===== src/rtl/vga_timing_gra_if.sv =====
// Timing bundle carried from the VGA timing generator to its consumers.
// The "out" modport is the view of the timing generator that drives it.
interface vga_if_tim;
    logic [10:0] hcount;
    logic [10:0] vcount;
    logic        hsync;
    logic        vsync;
    logic        hblnk;
    logic        vblnk;

    modport out (output hcount, vcount, hsync, vsync, hblnk, vblnk);
    modport in  (input  hcount, vcount, hsync, vsync, hblnk, vblnk);
endinterface


===== src/rtl/vga_timing_gra.sv =====
// VGA raster timing generator: horizontal/vertical counters, sync and blank
// flags, and a frame-start pulse. All outputs are registered.
// The sync and blank flags are decoded from the next-state counter values, so
// they always describe the counts shown in the same cycle.
// Optional feature: define VGA_TIMING_FRAME_CNT_EN to build the 16-bit
// completed-frame counter; otherwise frame_cnt is tied to 0.
module vga_timing_gra #(
    parameter int HOR_TOTAL      = 1056,
    parameter int HOR_PIXELS     = 800,
    parameter int HOR_SYNC_START = 840,
    parameter int HOR_SYNC_STOP  = 968,
    parameter int VER_TOTAL      = 628,
    parameter int VER_PIXELS     = 600,
    parameter int VER_SYNC_START = 601,
    parameter int VER_SYNC_STOP  = 605
) (
    input  logic        clk,
    input  logic        rst,
    input  logic        en,
    vga_if_tim.out      tim_if,
    output logic        frame_start,
    output logic [15:0] frame_cnt
);

    localparam logic [10:0] H_LAST = 11'(HOR_TOTAL - 1);
    localparam logic [10:0] V_LAST = 11'(VER_TOTAL - 1);
    localparam logic [10:0] H_VIS  = 11'(HOR_PIXELS);
    localparam logic [10:0] V_VIS  = 11'(VER_PIXELS);
    localparam logic [10:0] H_SS   = 11'(HOR_SYNC_START);
    localparam logic [10:0] H_SE   = 11'(HOR_SYNC_STOP);
    localparam logic [10:0] V_SS   = 11'(VER_SYNC_START);
    localparam logic [10:0] V_SE   = 11'(VER_SYNC_STOP);

    logic [10:0] hcount_q, hcount_d;
    logic [10:0] vcount_q, vcount_d;
    logic        hsync_q, hsync_d;
    logic        vsync_q, vsync_d;
    logic        hblnk_q, hblnk_d;
    logic        vblnk_q, vblnk_d;
    logic        frame_start_q, frame_start_d;
    logic        h_wrap, v_wrap;

    // Next-state counters and flags; >= on the wrap test keeps the counters in
    // range even if a bad value were ever loaded.
    always_comb begin
        hcount_d      = hcount_q;
        vcount_d      = vcount_q;
        frame_start_d = 1'b0;
        h_wrap        = (hcount_q >= H_LAST);
        v_wrap        = (vcount_q >= V_LAST);
        if (en) begin
            hcount_d = h_wrap ? 11'd0 : hcount_q + 11'd1;
            if (h_wrap) begin
                vcount_d = v_wrap ? 11'd0 : vcount_q + 11'd1;
            end
            frame_start_d = h_wrap && v_wrap;
        end
        hsync_d = (hcount_d >= H_SS) && (hcount_d < H_SE);
        vsync_d = (vcount_d >= V_SS) && (vcount_d < V_SE);
        hblnk_d = (hcount_d >= H_VIS);
        vblnk_d = (vcount_d >= V_VIS);
    end

    // Timing state register; reset clears everything without a clock edge.
    always_ff @(posedge clk or posedge rst) begin
        if (rst) begin
            hcount_q      <= '0;
            vcount_q      <= '0;
            hsync_q       <= 1'b0;
            vsync_q       <= 1'b0;
            hblnk_q       <= 1'b0;
            vblnk_q       <= 1'b0;
            frame_start_q <= 1'b0;
        end else begin
            hcount_q      <= hcount_d;
            vcount_q      <= vcount_d;
            hsync_q       <= hsync_d;
            vsync_q       <= vsync_d;
            hblnk_q       <= hblnk_d;
            vblnk_q       <= vblnk_d;
            frame_start_q <= frame_start_d;
        end
    end

`ifdef VGA_TIMING_FRAME_CNT_EN
    logic [15:0] frame_cnt_q;

    // Completed-frame counter, stepped on the same edge that raises frame_start.
    always_ff @(posedge clk or posedge rst) begin
        if (rst) begin
            frame_cnt_q <= '0;
        end else if (frame_start_d) begin
            frame_cnt_q <= frame_cnt_q + 16'd1;
        end
    end

    assign frame_cnt = frame_cnt_q;
`else
    assign frame_cnt = 16'd0;
`endif

    assign tim_if.hcount = hcount_q;
    assign tim_if.vcount = vcount_q;
    assign tim_if.hsync  = hsync_q;
    assign tim_if.vsync  = vsync_q;
    assign tim_if.hblnk  = hblnk_q;
    assign tim_if.vblnk  = vblnk_q;
    assign frame_start   = frame_start_q;

endmodule


===== src/flat_wrapper.sv =====
// flat-port wrapper written by rule: the top's interface ports become plain ports
module vga_timing_gra_flat 
#(
    parameter int HOR_TOTAL      = 1056,
    parameter int HOR_PIXELS     = 800,
    parameter int HOR_SYNC_START = 840,
    parameter int HOR_SYNC_STOP  = 968,
    parameter int VER_TOTAL      = 628,
    parameter int VER_PIXELS     = 600,
    parameter int VER_SYNC_START = 601,
    parameter int VER_SYNC_STOP  = 605
)
  (clk, rst, en, frame_start, frame_cnt, tim_if_hcount, tim_if_vcount, tim_if_hsync, tim_if_vsync, tim_if_hblnk, tim_if_vblnk);
  vga_if_tim tim_if_i ();
  input  logic clk;
  input  logic rst;
  input  logic en;
  output logic frame_start;
  output logic [15:0] frame_cnt;
  output wire logic [$bits(tim_if_i.hcount)-1:0] tim_if_hcount;
  output wire logic [$bits(tim_if_i.vcount)-1:0] tim_if_vcount;
  output wire logic [$bits(tim_if_i.hsync)-1:0] tim_if_hsync;
  output wire logic [$bits(tim_if_i.vsync)-1:0] tim_if_vsync;
  output wire logic [$bits(tim_if_i.hblnk)-1:0] tim_if_hblnk;
  output wire logic [$bits(tim_if_i.vblnk)-1:0] tim_if_vblnk;
  assign tim_if_hcount = tim_if_i.hcount;
  assign tim_if_vcount = tim_if_i.vcount;
  assign tim_if_hsync = tim_if_i.hsync;
  assign tim_if_vsync = tim_if_i.vsync;
  assign tim_if_hblnk = tim_if_i.hblnk;
  assign tim_if_vblnk = tim_if_i.vblnk;
  vga_timing_gra #(.HOR_TOTAL(HOR_TOTAL), .HOR_PIXELS(HOR_PIXELS), .HOR_SYNC_START(HOR_SYNC_START), .HOR_SYNC_STOP(HOR_SYNC_STOP), .VER_TOTAL(VER_TOTAL), .VER_PIXELS(VER_PIXELS), .VER_SYNC_START(VER_SYNC_START), .VER_SYNC_STOP(VER_SYNC_STOP)) u_core (.clk(clk), .rst(rst), .en(en), .tim_if(tim_if_i), .frame_start(frame_start), .frame_cnt(frame_cnt));
endmodule

===== config.mk =====
export PLATFORM = sky130hd
export DESIGN_NAME = vga_timing_gra_flat
export DESIGN_NICKNAME = d
export VERILOG_FILES = /design/src/rtl/vga_timing_gra_if.sv /design/src/rtl/vga_timing_gra.sv /design/src/flat_wrapper.sv
export SDC_FILE = /design/constraint.sdc
export NUM_CORES = 1
export LEC_CHECK = 0
export CORE_ASPECT_RATIO = 0.8
export CORE_MARGIN = 2
export CORE_UTILIZATION = 30
export CTS_BUF_LIST = sky130_fd_sc_hd__clkbuf_4 sky130_fd_sc_hd__clkbuf_8 sky130_fd_sc_hd__clkbuf_16
export DETAILED_ROUTE_END_ITERATION = 6
export GPL_ROUTABILITY_DRIVEN = 0
export GPL_TIMING_DRIVEN = 0
export SLEW_MARGIN = 25
export SYNTH_ARGS = -nofsm -noshare
export SYNTH_HDL_FRONTEND = slang
export SYNTH_SLANG_ARGS = --single-unit
export TNS_END_PERCENT = 100

===== constraint.sdc =====
create_clock -name clk -period 2.1 [get_ports clk]
set_input_delay 0.42 -clock clk [delete_from_list [all_inputs] [get_ports clk]]
set_output_delay 0.42 -clock clk [all_outputs]
set_load 0.02 [all_outputs]

==> results.tsv, run 1 <==
stage	metric	value	unit
run_status	status	complete, but fails checks	
run_status	failing checks	setup timing	
die	Top Ports	46	
logic_synthesis	largest area contributor in the netlist	dfrtp_1	
logic_synthesis	Synth Area per Inst	8.981	um2
logic_synthesis	post-synth top area share	38.19	%
worst_setup_path	reg-to-reg critical path endpoint	u_core.tim_if.vblnk	
global_route	antenna violations before repair	0	
logic_synthesis	Syn Std Cell Area	0.001769	mm2
die	# rows	24	
worst_setup_path	Setup CP Type	register to register	
global_route	grt peak-use layer	met2	
worst_setup_path	worst endpoint data arrival time	2410	ps
logic_synthesis	synth cell count leaders	dfrtp_1, nor2_1, nand2_1	
worst_setup_path	FF-to-FF Start	u_core.tim_if.vcount[0]	
global_route	largest net degree at the start of global routing	28	
flow_run	Max Cap Viol	0	
finish	layout cells sized above 1	31.42	%
clock_network	CTS buffer count	3	
logic_synthesis	Synth cell types	50	
logic_synthesis	Main synth FF type	dfrtp_1	
drt	drt via density	4.858	
global_route	met2 Usage GRT	22.98	%
global_route	overall routing resource usage	15.15	%
drt	Detailed Route Iter0 Violations	114	
drt	WL final	4731	um
sta	setup violators final	2	
logic_synthesis	top-count cell post-synth	dfrtp_1	
clock_network	TritonCTS clock tree	built	
worst_setup_path	Reg2Reg Setup Slack	-150	ps
clock_network	CTS max path bufs	2	
logic_synthesis	Post-synth EDFFs	0	
finish	# nets final	267	
sta	RSZ-0062 raised after global routing	yes	
sta	Max-slew headroom	61.40	%
logic_synthesis	Syn Inst Count	197	
drt	via count	1647	
pwr	Lkg Pwr	1.044	nW
global_route	vias in the first global route	1522	
sta	final critical-path share of the clock period	107.0	%
finish	P&R area growth vs syn	42.57	%
drt	post-route ant nets	0	
sta	fin worst setup slack	-146.1	ps
logic_synthesis	largest cells by area after synthesis	dfrtp_1, buf_4, nor2_1	
logic_synthesis	Yosys warnings	0	
finish	ant diodes	0	
sta	Max Fclk	445.2	MHz
worst_setup_path	startpoint types	register	
global_route	met3 GRT Util	3.822	%
global_route	GR Util met1	21.79	%
sta	setup TNS	-246.6	ps
pwr	pwr dens	457.2	mW/mm2
pwr	Power Total	1.153	mW
global_route	first-pass GRT wire length	7852	um
die	die width	89.86	um
worst_setup_path	R2R cell count	9	
worst_setup_path	required time worst endpoint	2260	ps
clock_network	hold buffer count at CTS	0	
placement	HPWL reported at the end of detailed placement	3261	um
pwr	worst vdd ir	223.8	uV
hold_path	min-delay worst type	input pin to asynchronous set/reset pin	
worst_setup_path	CP endpoint kind	register	
sta	Fin. Hold Viols	0	
logic_synthesis	asr flop ratio synth	100.0	%
sta	final clock skew	7.401	ps
drt	DRC viols	0	
logic_synthesis	register area share after synthesis	38.19	%
die	Initial Utilization	31.68	%
logic_synthesis	synthesized flop and latch total	27	
die	DIE AREA	0.006531	mm2
clock_network	H-tree levels	1	
finish	Post-Route Utilization	45.16	%
sta	Max Transition Viols Final	0	
clock_network	CTS root buffer	clkbuf_8	
clock_network	clock-pin transition on the worst setup and hold timing paths	100	ps
sta	Worst-Margin Slew	578.1	ps
worst_setup_path	crit path max fanout	7	
sta	fin crit period	2246	ps
global_route	GRT overflow	0	
drt	Pre-antenna DRT Iters	4	
clock_network	# clock sinks	27	
die	Die Ht	72.69	um
drt	routed len/inst	13.96	um
placement	I/O Buffers	29	
clock_network	clk_lat worst skew	280	ps
die	Core Region	0.005585	mm2
[how the worst max path moves through the flow]
stage | from | endpoint | slack [ps] | depth (start not counted)
3_5_place_dp | en | u_core.tim_if.vblnk | -580 | 9
6_report | u_core.tim_if.vcount[0] | u_core.tim_if.vblnk | -150 | 9
5_1_grt | u_core.tim_if.vcount[0] | u_core.tim_if.vblnk | -250 | 9
3_3_place_gp | en | u_core.tim_if.vblnk | -600 | 9
2_1_floorplan | u_core.tim_if.vcount[1] | u_core.tim_if.vblnk | -20 | 8
4_1_cts | u_core.tim_if.vcount[0] | u_core.tim_if.vsync | -140 | 7
[routing by layer]
metal | up-vias | wire [um]
li1 | 805 | -
met1 | 796 | 2480
met2 | 42 | 1960
met3 | 4 | 225
met4 | 0 | 64
met5 | - | 0
[cells by family after synthesis]
logic type	after synthesis	share of synthesized area, %
other	1	0.2120
flip-flops	27	38.19
XOR/XNOR	6	2.970
buffers and inverters	34	10.82
AND/OR/NAND/NOR	79	24.05
AO/OA/AOI/OAI	45	20.65
multiplexers	3	1.697
adder cells (fa/ha/maj)	2	1.414
[power by group]
group          internal (mW)  switching [mW]  total, mW
Combinational          0.126           0.143      0.268
Sequential             0.543          0.0376      0.581
Clock                  0.135           0.169      0.304
Total                  0.804           0.350       1.15
[cells in the final DEF (no fill, tap or decap), drive strengths merged, types with 3 or more instances in the layout]
cell type and count:
a21oi 5, and3 7, buf 35, clkbuf 5
clkdlybuf4s50 28, conb 16, dfrtp 27, inv 13
mux2i 3, nand2 18, nand3 12, nand4 6
nor2 24, o21ai 17, o31ai 3, or3 4
xnor2 5
[layout make-up]
type / instances / area, um2
sequential: 27 / 689.4
inverter: 13 / 48.80
timing repair buffer: 46 / 431.7
tap: 78 / 97.59
buffer: 20 / 151.4
fill: 582 / 3063
clock inverter: 1 / 7.507
clock buffer: 3 / 41.29
multi-input combinational: 151 / 1055
[critical path, stage by stage (launching register included)]
cell and delay, ps:
dfrtp_2 480, ha_4 200, a2111oi_4 40, buf_4 160, o211ai_4 200, nor3_4 70, buf_6 130, a221o_1 350
and4b_2 270, a211o_1 230
[state kept, by name, summed over array words and instances, names as in the netlist]
name                  count
u_core.tim_if.hcount     11
u_core.tim_if.vcount     11
u_core.frame_start        1
u_core.tim_if.hblnk       1
u_core.tim_if.hsync       1
u_core.tim_if.vblnk       1
u_core.tim_if.vsync       1
[per-stage QoR]
step                      instances  hold WS (ps)  setup slack (ps)  cell area (um2)
after global placement          319         546.9            -598.9             2247
after CTS                       332         548.6            -142.4             2399
final                           339         515.6            -146.1             2522
after global routing            339         561.2            -246.5             2522
after floorplan                 212         472.3            -24.62             1859
after detailed placement        319         547.8            -581.8             2247
[timing repair]
item / 4_1_cts / 5_1_grt
setup buffers: 10 / 7
gates cloned: 0 / 0
endpoints found under the setup margin: 4 / 6
pin swaps: 9 / 10
resized for setup: 10 / 24
Power figures use the tool's default switching activity.
==> run 2: changes to the inputs <==
--- a/config.mk
+++ b/config.mk
@@ -5,13 +5,13 @@
 export SDC_FILE = /design/constraint.sdc
 export NUM_CORES = 1
 export LEC_CHECK = 0
-export CORE_ASPECT_RATIO = 0.8
 export CORE_MARGIN = 2
 export CORE_UTILIZATION = 30
 export CTS_BUF_LIST = sky130_fd_sc_hd__clkbuf_4 sky130_fd_sc_hd__clkbuf_8 sky130_fd_sc_hd__clkbuf_16
 export DETAILED_ROUTE_END_ITERATION = 6
 export GPL_ROUTABILITY_DRIVEN = 0
 export GPL_TIMING_DRIVEN = 0
+export PLACE_DENSITY_LB_ADDON = 0.05
 export SLEW_MARGIN = 25
 export SYNTH_ARGS = -nofsm -noshare
 export SYNTH_HDL_FRONTEND = slang
==> constraint.sdc (replaced) <==
create_clock -name clk -period 2.7 [get_ports clk]
set_input_delay 0.54 -clock clk [delete_from_list [all_inputs] [get_ports clk]]
set_output_delay 0.54 -clock clk [all_outputs]
set_load 0.02 [all_outputs]
==> run 2 against run 1 <==
Compared with the run above: routed wire length down 11%; flip-flop and latch count stayed put; global-route usage shrank 1.4 points; the flow now finishes without violations; setup slack improved by 270 ps; via count decreased by 7.3%; critical endpoint is now u_core.tim_if.vsync; sequential power shrank 23%; combinational power is 38% lower; utilization decreased by 4.5 points.
==> results.tsv, run 2 (synthesis results as in run 1) <==
stage	metric	value	unit
finish	P&R area growth vs syn	28.78	%
pwr	Power Total	0.8633	mW
drt	DR WL met2	1831	um
sta	Max Transition Viols Final	0	
clock_network	CTS max path bufs	2	
drt	max layer used	met4	
global_route	largest net degree at the start of global routing	28	
finish	ant diodes	0	
worst_setup_path	FF-to-FF Start	u_core.tim_if.vcount[0]	
worst_setup_path	Buf+Inv Stages, Crit Path	0	
worst_setup_path	Setup CP Type	register to register	
sta	fin worst setup slack	120.5	ps
worst_setup_path	worst endpoint data arrival time	2810	ps
sta	RSZ-0062 raised after global routing	yes	
clock_network	hold buffer count at CTS	0	
sta	Max Fclk	387.7	MHz
run_status	status	finished clean	
finish	layout cells sized above 1	17.81	%
worst_setup_path	max incr delay on CP	490	ps
sta	Fin. Hold Viols	0	
pwr	worst vdd ir	228.2	uV
finish	most frequent cells in the layout	clkdlybuf4s50_1, dfrtp_1, nor2_1	
die	Initial Utilization	31.55	%
finish	most common cell after layout, fill and taps aside	clkdlybuf4s50_1	
die	Core Region	0.005608	mm2
drt	routed len/inst	13.26	um
worst_setup_path	crit path max fanout	7	
sta	Worst-Margin Slew	582.9	ps
pwr	Lkg Pwr	0.9789	nW
sta	Max-slew headroom	61.08	%
hold_path	min-delay worst type	register to register	
die	Top Ports	46	
worst_setup_path	origin of the worst setup path	u_core.tim_if.vcount[0]	
clock_network	TritonCTS clock tree	built	
worst_setup_path	cell family with most CP delay	compound AO/OA/AOI/OAI gates	
drt	Metal-1 WL	2206	um
worst_setup_path	worst-path cell chain	ha_1 > a2111oi_4 > o211a_2 > nand3_2 > o21ai_0 > nor2_1 > xnor2_1 > and2_1	
worst_setup_path	Crit-path slowest cell	dfrtp_1	
drt	via count	1527	
die	die width	80.80	um
sta	fin crit period	2580	ps
drt	post-route ant nets	0	
pwr	pwr dens	378.9	mW/mm2
die	# rows	27	
sta	final clock skew	15.93	ps
placement	I/O Buffers	29	
clock_network	clk_lat worst skew	280	ps
worst_setup_path	startpoint types	register	
hold_path	Min-Delay Startpoint	u_core.tim_if.vcount[8]	
global_route	vias in the first global route	1409	
global_route	first-pass GRT wire length	7051	um
sta	setup violators final	0	
drt	WL final	4231	um
die	Die Ht	80.80	um
drt	met3 WL post-DR	172	um
clock_network	CTS buffer count	3	
global_route	GRT overflow	0	
die	DIE AREA	0.006528	mm2
worst_setup_path	required time worst endpoint	2930	ps
placement	Post-Place Worst Slack	-117.5	ps
sta	final critical-path share of the clock period	95.54	%
flow_run	Max Cap Viol	0	
global_route	antenna violations before repair	0	
drt	Detailed Route Iter0 Violations	133	
clock_network	# clock sinks	27	
clock_network	clock-pin transition on the worst setup and hold timing paths	110	ps
finish	# nets final	253	
placement	HPWL reported at the end of detailed placement	3198	um
clock_network	H-tree levels	1	
drt	Pre-antenna DRT Iters	4	
worst_setup_path	CP endpoint kind	register	
global_route	overall routing resource usage	13.77	%
drt	drt via density	4.787	
clock_network	CTS root buffer	clkbuf_8	
drt	DRC viols	0	
## run 2: cell count changes in the layout (fill, tap and decap cells not counted), moves of 2 or more
| cell | delta |
|---|---|
| ha_1 | +2 |
| ha_4 | -2 |
| dfrtp_1 | +11 |
| dfrtp_2 | -11 |
| clkbuf_1 | +2 |
| buf_6 | -4 |
| buf_4 | -13 |
## run 2: metrics by stage
stage | area, um2 | std cells | hold WS, ps | utilization [%] | setup TNS (ps)
floorplan | 1826 | 212 | 592.7 | - | 0
global placement | 2206 | 313 | 563.2 | 39.34 | -89.50
detailed placement | 2206 | 313 | 550.0 | 39.34 | -117.5
CTS | 2270 | 319 | 572.6 | 40.47 | 0
global route | 2278 | 319 | 631.3 | 40.63 | -13.00
finish | 2278 | 319 | 580.7 | 40.63 | 0
## run 2: repair_timing
| item | in CTS | in global routing |
|---|---|---|
| resized for setup | 0 | 2 |
| buffers inserted | 2 | 0 |
| gates cloned | 0 | 0 |
| pin swaps | 1 | 0 |
| setup endpoints to repair | 1 | 2 |
## run 2: path summary, 6_finish.rpt
kind | cells past startpoint | slack [ps] | endpoint
worst max-delay path | 8 | 120 | u_core.tim_if.vsync
min in group asynchronous | 2 | 630 | u_core.tim_if.vblnk
worst min-delay path | 1 | 580 | u_core.tim_if.vcount[8]
worst max register to register | 8 | 120 | u_core.tim_if.vsync
worst min register to register | 1 | 580 | u_core.tim_if.vcount[8]
max in group asynchronous | 2 | 1680 | u_core.tim_if.hcount[2]
## run 2: report_power, final
group	internal, mW	switching, mW
registers	0.421	0.0289
clock network	0.105	0.143
logic	0.0715	0.0937
total	0.598	0.266
## run 2: final cells by class
class                   instances  area, um2
well taps                      72      90.09
clock buffers                   3      41.29
multi-input cells             151      967.2
flip-flops and latches         27      675.6
repair buffers                 31      305.3
clock inverters                 1      7.507
plain buffers                  21      142.6
inverters                      13      48.80
fillers                       588       3329
## run 2: per-layer routing
layer	vias up	global-route usage, %
li1	771	-
met1	720	21.47
met2	34	19.83
met3	2	2.222
met4	0	3.051
met5	-	0
==> run 3: changes to the inputs <==
--- a/config.mk
+++ b/config.mk
@@ -5,13 +5,13 @@
 export SDC_FILE = /design/constraint.sdc
 export NUM_CORES = 1
 export LEC_CHECK = 0
-export CORE_MARGIN = 2
+export ABC_AREA = 1
 export CORE_UTILIZATION = 30
 export CTS_BUF_LIST = sky130_fd_sc_hd__clkbuf_4 sky130_fd_sc_hd__clkbuf_8 sky130_fd_sc_hd__clkbuf_16
 export DETAILED_ROUTE_END_ITERATION = 6
 export GPL_ROUTABILITY_DRIVEN = 0
 export GPL_TIMING_DRIVEN = 0
-export PLACE_DENSITY_LB_ADDON = 0.05
+export PLACE_DENSITY_LB_ADDON = 0.3
 export SLEW_MARGIN = 25
 export SYNTH_ARGS = -nofsm -noshare
 export SYNTH_HDL_FRONTEND = slang
==> run 3 against run 2 <==
Compared with the run above: flip-flop and latch count unchanged; clock skew down 11 ps; routed wire length down 7.7%; critical path depth up 5; non-clock buffer count down 5; critical path type unchanged; power rose to 2.6 times the previous value; via count up 3.2%; largest cell class unchanged; final cell count up 17%; sequential share of layout area down 0.19 points; utilization down 0.22 points; combinational power rose to 8.1 times the previous value; register-to-register slack better by 570 ps.
==> results.tsv, run 3 <==
stage	metric	value	unit
run_status	status	finished clean	
drt	via count	1576	
die	Core Region	0.005675	mm2
worst_setup_path	max incr delay on CP	420	ps
die	Die Ht	79.82	um
clock_network	clk_lat worst skew	290	ps
logic_synthesis	asr flop ratio synth	100.0	%
sta	RSZ-0062 raised after global routing	no	
die	DIE AREA	0.006371	mm2
worst_setup_path	crit path max fanout	10	
worst_setup_path	WP depth	13	
drt	drt via density	4.214	
clock_network	setup bufs post-CTS	0	
pwr	worst vdd ir	319.7	uV
clock_network	clock-pin transition on the worst setup and hold timing paths	100	ps
finish	most frequent cells in the layout	nand2_1, inv_1, clkdlybuf4s50_1	
sta	Max Transition Viols Final	0	
worst_setup_path	Setup CP Type	register to register	
global_route	vias in the first global route	1410	
sta	Fin Hold WS	556.6	ps
finish	most common cell after layout, fill and taps aside	nand2_1	
worst_setup_path	reg-to-reg critical path endpoint	u_core.tim_if.vsync	
finish	Final Instance Area	0.002293	mm2
worst_setup_path	Buf+Inv Stages, Crit Path	2	
logic_synthesis	Compound-Gate Fraction of Synth Area	6.749	%
logic_synthesis	Syn Inst Count	255	
sta	Max Fclk	496.9	MHz
logic_synthesis	Synth cell types	33	
drt	Pre-antenna DRT Iters	4	
placement	I/O Buffers	28	
logic_synthesis	Post-synth EDFFs	0	
global_route	largest net degree at the start of global routing	28	
drt	post-route ant nets	0	
sta	setup TNS	0	ps
global_route	GR Util met1	17.16	%
placement	HPWL reported at the end of detailed placement	2967	um
clock_network	post_cts resized	0	
worst_setup_path	R2R cell count	13	
sta	Max-slew headroom	61.25	%
finish	ant diodes	0	
global_route	grt peak-use layer	met2	
clock_network	H-tree levels	1	
clock_network	CTS max path bufs	2	
clock_network	CTS root buffer	clkbuf_8	
sta	Fin. Hold Viols	0	
drt	routed len/inst	10.44	um
worst_setup_path	Reg2Reg Setup Slack	690	ps
logic_synthesis	top-count cell post-synth	nand2_1	
drt	WL final	3905	um
worst_setup_path	FF-to-FF Start	u_core.tim_if.hcount[1]	
global_route	first-pass GRT wire length	6437	um
finish	layout cells sized above 1	16.89	%
logic_synthesis	post-synth top area share	37.19	%
logic_synthesis	largest cells by area after synthesis	dfrtp_1, nand2_1, inv_1	
sta	fin crit period	2013	ps
clock_network	hold buffer count at CTS	0	
pwr	Lkg Pwr	1.283	nW
drt	Detailed Route Iter0 Violations	73	
worst_setup_path	worst setup path end	u_core.tim_if.vsync	
drt	DRC viols	0	
clock_network	# clock sinks	27	
die	# rows	27	
logic_synthesis	register area share after synthesis	37.19	%
clock_network	TritonCTS clock tree	built	
logic_synthesis	synthesized flop and latch total	27	
global_route	GRT overflow	0	
die	Top Ports	46	
logic_synthesis	Synth Area in Simple Gates	32.23	%
logic_synthesis	Synth Area in XOR/XNOR	3.375	%
finish	P&R area growth vs syn	26.24	%
logic_synthesis	Syn Std Cell Area	0.001817	mm2
pwr	pwr dens	994.6	mW/mm2
placement	Post-DP Area	0.002243	mm2
global_route	met3 GRT Util	1.943	%
flow_run	Max Cap Viol	0	
finish	# fillers	612	
worst_setup_path	startpoint types	register	
global_route	overall routing resource usage	13.23	%
global_route	met2 Usage GRT	21.62	%
logic_synthesis	adder-cell area share of the yosys netlist	1.377	%
die	die width	79.82	um
worst_setup_path	Crit-path slowest cell	dfrtp_1	
sta	setup violators final	0	
logic_synthesis	main combinational cell family by area after synthesis	simple AND/OR/NAND/NOR gates	
worst_setup_path	origin of the worst setup path	u_core.tim_if.hcount[1]	
logic_synthesis	Yosys warnings	0	
finish	# nets final	308	
logic_synthesis	largest area contributor in the netlist	dfrtp_1	
global_route	antenna violations before repair	0	
sta	Worst-Margin Slew	580.4	ps
sta	final clock skew	5.064	ps
worst_setup_path	cell family with most CP delay	simple AND/OR/NAND/NOR gates	
logic_synthesis	Synth Area per Inst	7.124	um2
sta	final critical-path share of the clock period	74.54	%
hold_path	min-delay worst type	register to register	
worst_setup_path	CP endpoint kind	register	
worst_setup_path	worst-path cell chain	ha_1 > nand2_1 > nor2_4 > inv_2 > nand3_2 > nand3_4 > buf_6 > nor2_2 > nor2_2 > nand2_1 > nor2_4 > o211ai_1 > nor2_1	
logic_synthesis	synth cell count leaders	nand2_1, inv_1, dfrtp_1	
logic_synthesis	Main synth FF type	dfrtp_1	
die	Initial Utilization	32.01	%
worst_setup_path	required time worst endpoint	2920	ps
worst_setup_path	worst endpoint data arrival time	2230	ps
logic_synthesis	mux share of post-synthesis cell area	0	%
clock_network	CTS buffer count	3	
-- run 3: cell families after synthesis --
group | count (synthesis)
and+or+nand+nor | 127
buffers and inverters | 71
adders and majority gates | 2
DFF | 27
xor gates and xnor gates | 7
AOI/OAI and AO/OA | 20
other | 1
-- run 3: through the flow --
| step | worst slack, ps | total power, mW | instances | util [%] |
|---|---|---|---|---|
| 2_1_floorplan | 829.3 | 1.594 | 270 | - |
| 4_1_cts | 667.1 | 2.307 | 374 | 40.41 |
| 5_1_grt | 437.7 | 2.500 | 374 | 40.41 |
| 3_3_place_gp | 703.7 | 2.024 | 370 | 39.53 |
| 6_report | 687.5 | 2.281 | 374 | 40.41 |
| 3_5_place_dp | 701.3 | 2.041 | 370 | 39.53 |
-- run 3: power by group --
group / switching, mW / leakage, nW / total, mW / internal (mW)
Sequential: 0.158 / 0.338 / 0.697 / 0.539
Clock: 0.146 / 0.0261 / 0.255 / 0.109
Combinational: 0.794 / 0.919 / 1.33 / 0.535
-- run 3: worst min path at each step --
stage	slack, ps	cells after the start	endpoint	startpoint
2_1_floorplan	590	1	u_core.frame_start	rst
3_3_place_gp	520	2	u_core.tim_if.hcount[1]	u_core.tim_if.hcount[1]
3_5_place_dp	540	2	u_core.tim_if.hcount[1]	u_core.tim_if.hcount[1]
4_1_cts	560	2	u_core.tim_if.hcount[0]	en
5_1_grt	590	3	u_core.tim_if.hcount[1]	en
6_report	560	2	u_core.tim_if.hcount[1]	u_core.tim_if.hcount[1]
-- run 3: final cells by class --
| type | count | area, um2 | share of cell area (%) |
|---|---|---|---|
| buffer | 19 | 147.6 | 6.438 |
| clock inverter | 1 | 8.758 | 0.3819 |
| multi-input combinational | 172 | 854.6 | 37.26 |
| sequential | 27 | 675.6 | 29.46 |
| timing repair buffer | 28 | 280.3 | 12.22 |
| clock buffer | 3 | 41.29 | 1.800 |
| tap | 72 | 90.09 | 3.928 |
| inverter | 52 | 195.2 | 8.511 |
-- run 3: worst register-to-register path: stages (launching register included) --
cell and delay [ps]:
dfrtp_1 420, ha_1 200, nand2_1 120, nor2_4 50, inv_2 60, nand3_2 110
nand3_4 140, buf_6 170, nor2_2 50, nor2_2 180, nand2_1 120, nor2_4 110
o211ai_1 90, nor2_1 130
-- run 3: routing by layer --
| layer | share of wire [%] | vias to the layer above |
|---|---|---|
| met4 | 1.8 | 0 |
| met3 | 4.6 | 5 |
| met2 | 45 | 36 |
| li1 | - | 832 |
| met1 | 49 | 703 |
| met5 | 0 | - |
